### src/rtl/pipeline_pkg.sv
// Shared width defaults and result-sizing helpers for the A*B+C pipeline.
// PIPELINE_SAT_EN selects saturating instead of truncating result sizing.
package pipeline_pkg;

    localparam int unsigned INP_W_DEF = 2;
    localparam int unsigned OUT_W_DEF = 4;

    // Common carrier width used to hand the sum to the sizing helper.
    localparam int unsigned RESIZE_W = 64;

    function automatic int unsigned prod_w(input int unsigned inp_w);
        return 2 * inp_w;
    endfunction

    function automatic int unsigned sum_w(input int unsigned inp_w);
        return prod_w(inp_w) + 1;
    endfunction

    function automatic logic [RESIZE_W-1:0] out_mask(input int unsigned out_w);
        logic [RESIZE_W-1:0] mask;
        if (out_w >= RESIZE_W) begin
            mask = '1;
        end else begin
            mask = (RESIZE_W'(1) << out_w) - RESIZE_W'(1);
        end
        return mask;
    endfunction

    function automatic logic [RESIZE_W-1:0] resize_sum(input logic [RESIZE_W-1:0] sum,
                                                       input int unsigned out_w);
        logic [RESIZE_W-1:0] mask;
        logic [RESIZE_W-1:0] res;
        mask = out_mask(out_w);
`ifdef PIPELINE_SAT_EN
        // Any bit above the output range means the value does not fit: clamp.
        if ((sum & ~mask) != '0) begin
            res = mask;
        end else begin
            res = sum;
        end
`else
        res = sum & mask;
`endif
        return res;
    endfunction

endpackage

### src/rtl/pipeline_stage_reg.sv
// Generic pipeline register: synchronous active-high clear, holds while en is low.
module pipeline_stage_reg #(
    parameter int unsigned WIDTH = 1
) (
    input  logic             clk,
    input  logic             rst,
    input  logic             en,
    input  logic [WIDTH-1:0] d,
    output logic [WIDTH-1:0] q
);

    always_ff @(posedge clk) begin
        if (rst) begin
            q <= '0;
        end else if (en) begin
            q <= d;
        end
    end

endmodule

### src/rtl/pipeline.sv
// Three-stage registered X = A*B + C with a global stall; reset beats stall.
// Build with PIPELINE_SAT_EN defined to saturate X instead of truncating it.
module pipeline
    import pipeline_pkg::*;
#(
    parameter int unsigned INP_WIDTH = INP_W_DEF,
    parameter int unsigned OUT_WIDTH = OUT_W_DEF
) (
    input  logic                 clk,
    input  logic                 rst,
    input  logic                 stall,
    input  logic [INP_WIDTH-1:0] A,
    input  logic [INP_WIDTH-1:0] B,
    input  logic [INP_WIDTH-1:0] C,
    output logic [OUT_WIDTH-1:0] X
);

    localparam int unsigned PROD_W = prod_w(INP_WIDTH);
    localparam int unsigned SUM_W  = sum_w(INP_WIDTH);

    logic                 en;
    logic [INP_WIDTH-1:0] a1, b1, c1;
    logic [PROD_W-1:0]    prod;
    logic [PROD_W-1:0]    p2;
    logic [INP_WIDTH-1:0] c2;
    logic [SUM_W-1:0]     sum;
    logic [OUT_WIDTH-1:0] x_next;

    always_comb begin
        en = !stall;
    end

    // Stage 1: operand capture
    pipeline_stage_reg #(.WIDTH(INP_WIDTH)) u_a1 (
        .clk (clk), .rst (rst), .en (en), .d (A), .q (a1)
    );
    pipeline_stage_reg #(.WIDTH(INP_WIDTH)) u_b1 (
        .clk (clk), .rst (rst), .en (en), .d (B), .q (b1)
    );
    pipeline_stage_reg #(.WIDTH(INP_WIDTH)) u_c1 (
        .clk (clk), .rst (rst), .en (en), .d (C), .q (c1)
    );

    // Stage 2: full-width product, addend carried alongside
    always_comb begin
        prod = PROD_W'(a1) * PROD_W'(b1);
    end

    pipeline_stage_reg #(.WIDTH(PROD_W)) u_p2 (
        .clk (clk), .rst (rst), .en (en), .d (prod), .q (p2)
    );
    pipeline_stage_reg #(.WIDTH(INP_WIDTH)) u_c2 (
        .clk (clk), .rst (rst), .en (en), .d (c1), .q (c2)
    );

    // Stage 3: lossless sum, then sized to the output width
    always_comb begin
        sum    = SUM_W'(p2) + SUM_W'(c2);
        x_next = OUT_WIDTH'(resize_sum(RESIZE_W'(sum), OUT_WIDTH));
    end

    pipeline_stage_reg #(.WIDTH(OUT_WIDTH)) u_x (
        .clk (clk), .rst (rst), .en (en), .d (x_next), .q (X)
    );

endmodule

### config.mk
export PLATFORM = sky130hd
export DESIGN_NAME = pipeline
export DESIGN_NICKNAME = d
export VERILOG_FILES = /design/src/rtl/pipeline_pkg.sv /design/src/rtl/pipeline_stage_reg.sv /design/src/rtl/pipeline.sv
export SDC_FILE = /design/constraint.sdc
export NUM_CORES = 1
export LEC_CHECK = 0
export ABC_CLOCK_PERIOD_IN_PS = 1200
export BUFFER_PORTS_ARGS = -buffer_cell sky130_fd_sc_hd__buf_2
export CAP_MARGIN = 20
export CELL_PAD_IN_SITES_DETAIL_PLACEMENT = 0
export CELL_PAD_IN_SITES_GLOBAL_PLACEMENT = 1
export CORE_MARGIN = 1.5
export CORE_UTILIZATION = 36
export DETAILED_ROUTE_END_ITERATION = 7
export GPL_TIMING_DRIVEN = 0
export MAX_ROUTING_LAYER = met4
export PLACE_DENSITY = 0.71
export SYNTH_ARGS = -nofsm -noshare
export SYNTH_HDL_FRONTEND = slang
export SYNTH_SLANG_ARGS = --single-unit
### constraint.sdc
create_clock -name clk -period 1.2 [get_ports clk]
set_input_delay 0.12 -clock clk [delete_from_list [all_inputs] [get_ports clk]]
set_output_delay 0.12 -clock clk [all_outputs]
set_load 0.02 [all_outputs]
==> run metrics <==
outcome=finished with violations; failing checks=negative setup slack; Top-Level Pins=13; number of synthesized flops with an enable pin=0; final hold violation count=0; top area cells in the synthesized netlist=dfxtp_1 45%, mux2i_1 20%, nor2_1 7.4%; gpl congestion=0.691; DP Area=792 um2; Hold Path Class=input port to flip-flop; fin worst setup slack=-0.0443 ns; Final period util=1.04; GRT Resource Usage Total=0.135; Synth-to-Final Area Change=27.0%; post-synthesis average cell area=10.5 um2; # port buffers=10; Worst EP required=1.39 ns; Initial DRT Pass Iterations=4; post-route DRC violation count=0; Synth Area in Compound Gates=0.0443; height of the die=47.3 um; PwrDens=1140 nW/um2; largest family of logic cells by synthesized area=multiplexers; cells on worst reg2reg path=5; mean routed wirelength per cell=10.5 um; pre-CTS setup slack=-0.0840 ns; non-filler cells, final=110; Yosys reg bits=16; unrepaired setup endpoints after global routing=true; antenna viol nets, final=0; Initial Utilization=0.396; die width=47.3 um; Synth top area share=0.454; CP max-delay cell=dfxtp_2; startpoint of the most critical hold path=B[0]; worst hold stages=3; top-count cell post-synth=dfxtp_1; DP HPWL=767 um; crit start category=flip-flop; Reg-to-Reg End=u_x.q[2]; # Max-Cap Violations=0; first-pass GRT wire length=1960 um; vias=506; mapped cell area=706 um2; CP cell instances=ha_4 > fa_2 > xor2_1 > mux2i_1 > nor2_1; share of post-route cells with drive strength above 1=0.388; site row count=15; Skew-Pair Late Insertion Delay=0.29 ns; synth cell count leaders=16 x dfxtp_1, 14 x mux2i_1, 14 x nor2_1; initial DRC count=3; worst r2r src=u_c2.q[0]; Core ar.=1780 um2; fill cell count=174; R2R Setup Slk=-0.04 ns; mux cell area share after synthesis=0.199; Root Buffer=clkbuf_4; most common flop cell mapped by yosys=dfxtp_1; hold endpoint=u_b1.q[0]; final net count=100; Synth area leader=dfxtp_1; post-synthesis xor/xnor area fraction=0.0124; Worst path max stage delay=0.35 ns; Mapped Nets=81; Crit Path Class=flip-flop to flip-flop; worst path arrival time=1.43 ns; Final Instance Area=896 um2; Fmax=0.804 GHz; Ant. Diodes=0; register area share after synthesis=0.454; yosys warns=0; pin count of the biggest net entering global routing=11; Synth Area in Simple Gates=0.124; clk_skew=0.00380 ns; CTS sink cnt=16; H-tree Lvls=1; CP max FO=2; count of final setup violators=2; TritonCTS Buffers=3; post-layout util=0.502; Bufs on Longest Clock Path=2; drt total wl=1160 um; Worst VDD drop=762 uV; synth unique cells=18; Max-slew headroom=0.808; via density per instance=4.60; grt ovf=0; Leak Pwr=0.422 nW; post-layout min period=1.24 ns; final slew viol count=0; die footprint=2230 um2; Worst-path clk slew=0.09 ns; slew at the pin with the worst max-slew slack=0.288 ns; Post-Synth Adder-Cell Area=0.0993; vias in the first global route=469; Cells after Synth=67; ys async rst share=0; CP Capture Type=flip-flop; DP Cell Count=102; CTS tree=done; initial antenna violation count=0
==> cells in the final DEF (no fill, tap or decap), drive strengths merged <==
master,instances
buf,17
dfxtp,16
mux2i,14
nor2,14
clkbuf,5
ha,4
and2,3
a21oi,3
inv,2
nand2,1
nand3b,1
xor2,1
nor3,1
o21a,1
o31a,1
fa,1
==> where the power goes <==
group / leakage [nW] / switching (mW) / internal, mW
clock: 0.0210 / 0.172 / 0.185
combinational: 0.268 / 0.0457 / 0.0533
sequential: 0.134 / 0.0112 / 0.551
==> kinds of logic after synthesis <==
family	Yosys count
compound gates	5
xor+xnor	1
fa+ha+maj	5
buf+inv	6
flops	16
mux	14
simple gates	20
==> critical path, delay by kind of cell, from the launching register on <==
| family | cells | cell delay (ns) |
|---|---|---|
| XOR/XNOR | 1 | 0.14 |
| adder cells (fa/ha/maj) | 2 | 0.49 |
| flip-flops | 1 | 0.35 |
| AND/OR/NAND/NOR | 1 | 0.05 |
| multiplexers | 1 | 0.12 |
==> worst max path at each step <==
| stage | start | slack (ns) | cells after the start | endpoint |
|---|---|---|---|---|
| after detailed placement | u_p2.q[1] | -0.08 | 4 | u_x.q[3] |
| after global routing | u_c2.q[0] | -0.08 | 5 | u_x.q[2] |
| after global placement | u_c2.q[1] | -0.08 | 4 | u_x.q[3] |
| after floorplan | u_c2.q[0] | -0.01 | 5 | u_x.q[2] |
| final | u_c2.q[0] | -0.04 | 5 | u_x.q[2] |
| after CTS | u_c2.q[0] | -0.06 | 5 | u_x.q[2] |
==> through the flow <==
stage	total power [mW]	hold WS, ns	TNS, ns
global route	1.07	0.0698	-0.202
finish	1.02	0.0540	-0.0665
CTS	1.03	0.0523	-0.129
floorplan	0.639	0.264	-0.0172
global placement	0.663	0.350	-0.165
detailed placement	0.664	0.357	-0.207
==> registers in the layout, summed over array words and instances (netlist names) <==
name	cells
u_c1.q	2
u_b1.q	2
u_p2.q	4
u_x.q	4
u_a1.q	2
u_c2.q	2
==> layout make-up <==
type / count / area (um2) / share of cell area
multi-input cells: 45 / 372 / 0.415
flip-flops and latches: 16 / 329 / 0.367
repair buffers: 14 / 80.1 / 0.0894
plain buffers: 4 / 40.0 / 0.0447
clock buffers: 4 / 36.3 / 0.0405
well taps: 25 / 31.3 / 0.0349
inverters: 2 / 7.51 / 0.00838
==> what timing repair did <==
action	CTS	global route
pin swaps	1	2
hold buffers	0	0
resized for setup	9	2
endpoints found under the setup margin	4	4
buffers inserted	3	1
==> per-layer routing <==
layer,part of all wire,vias to the layer above,track usage
met5,0,-,-
met4,0.038,0,0.117
met3,0.041,5,0.0231
met2,0.45,10,0.195
met1,0.47,234,0.160
li1,-,257,-
(Power assumes the default switching activity.)
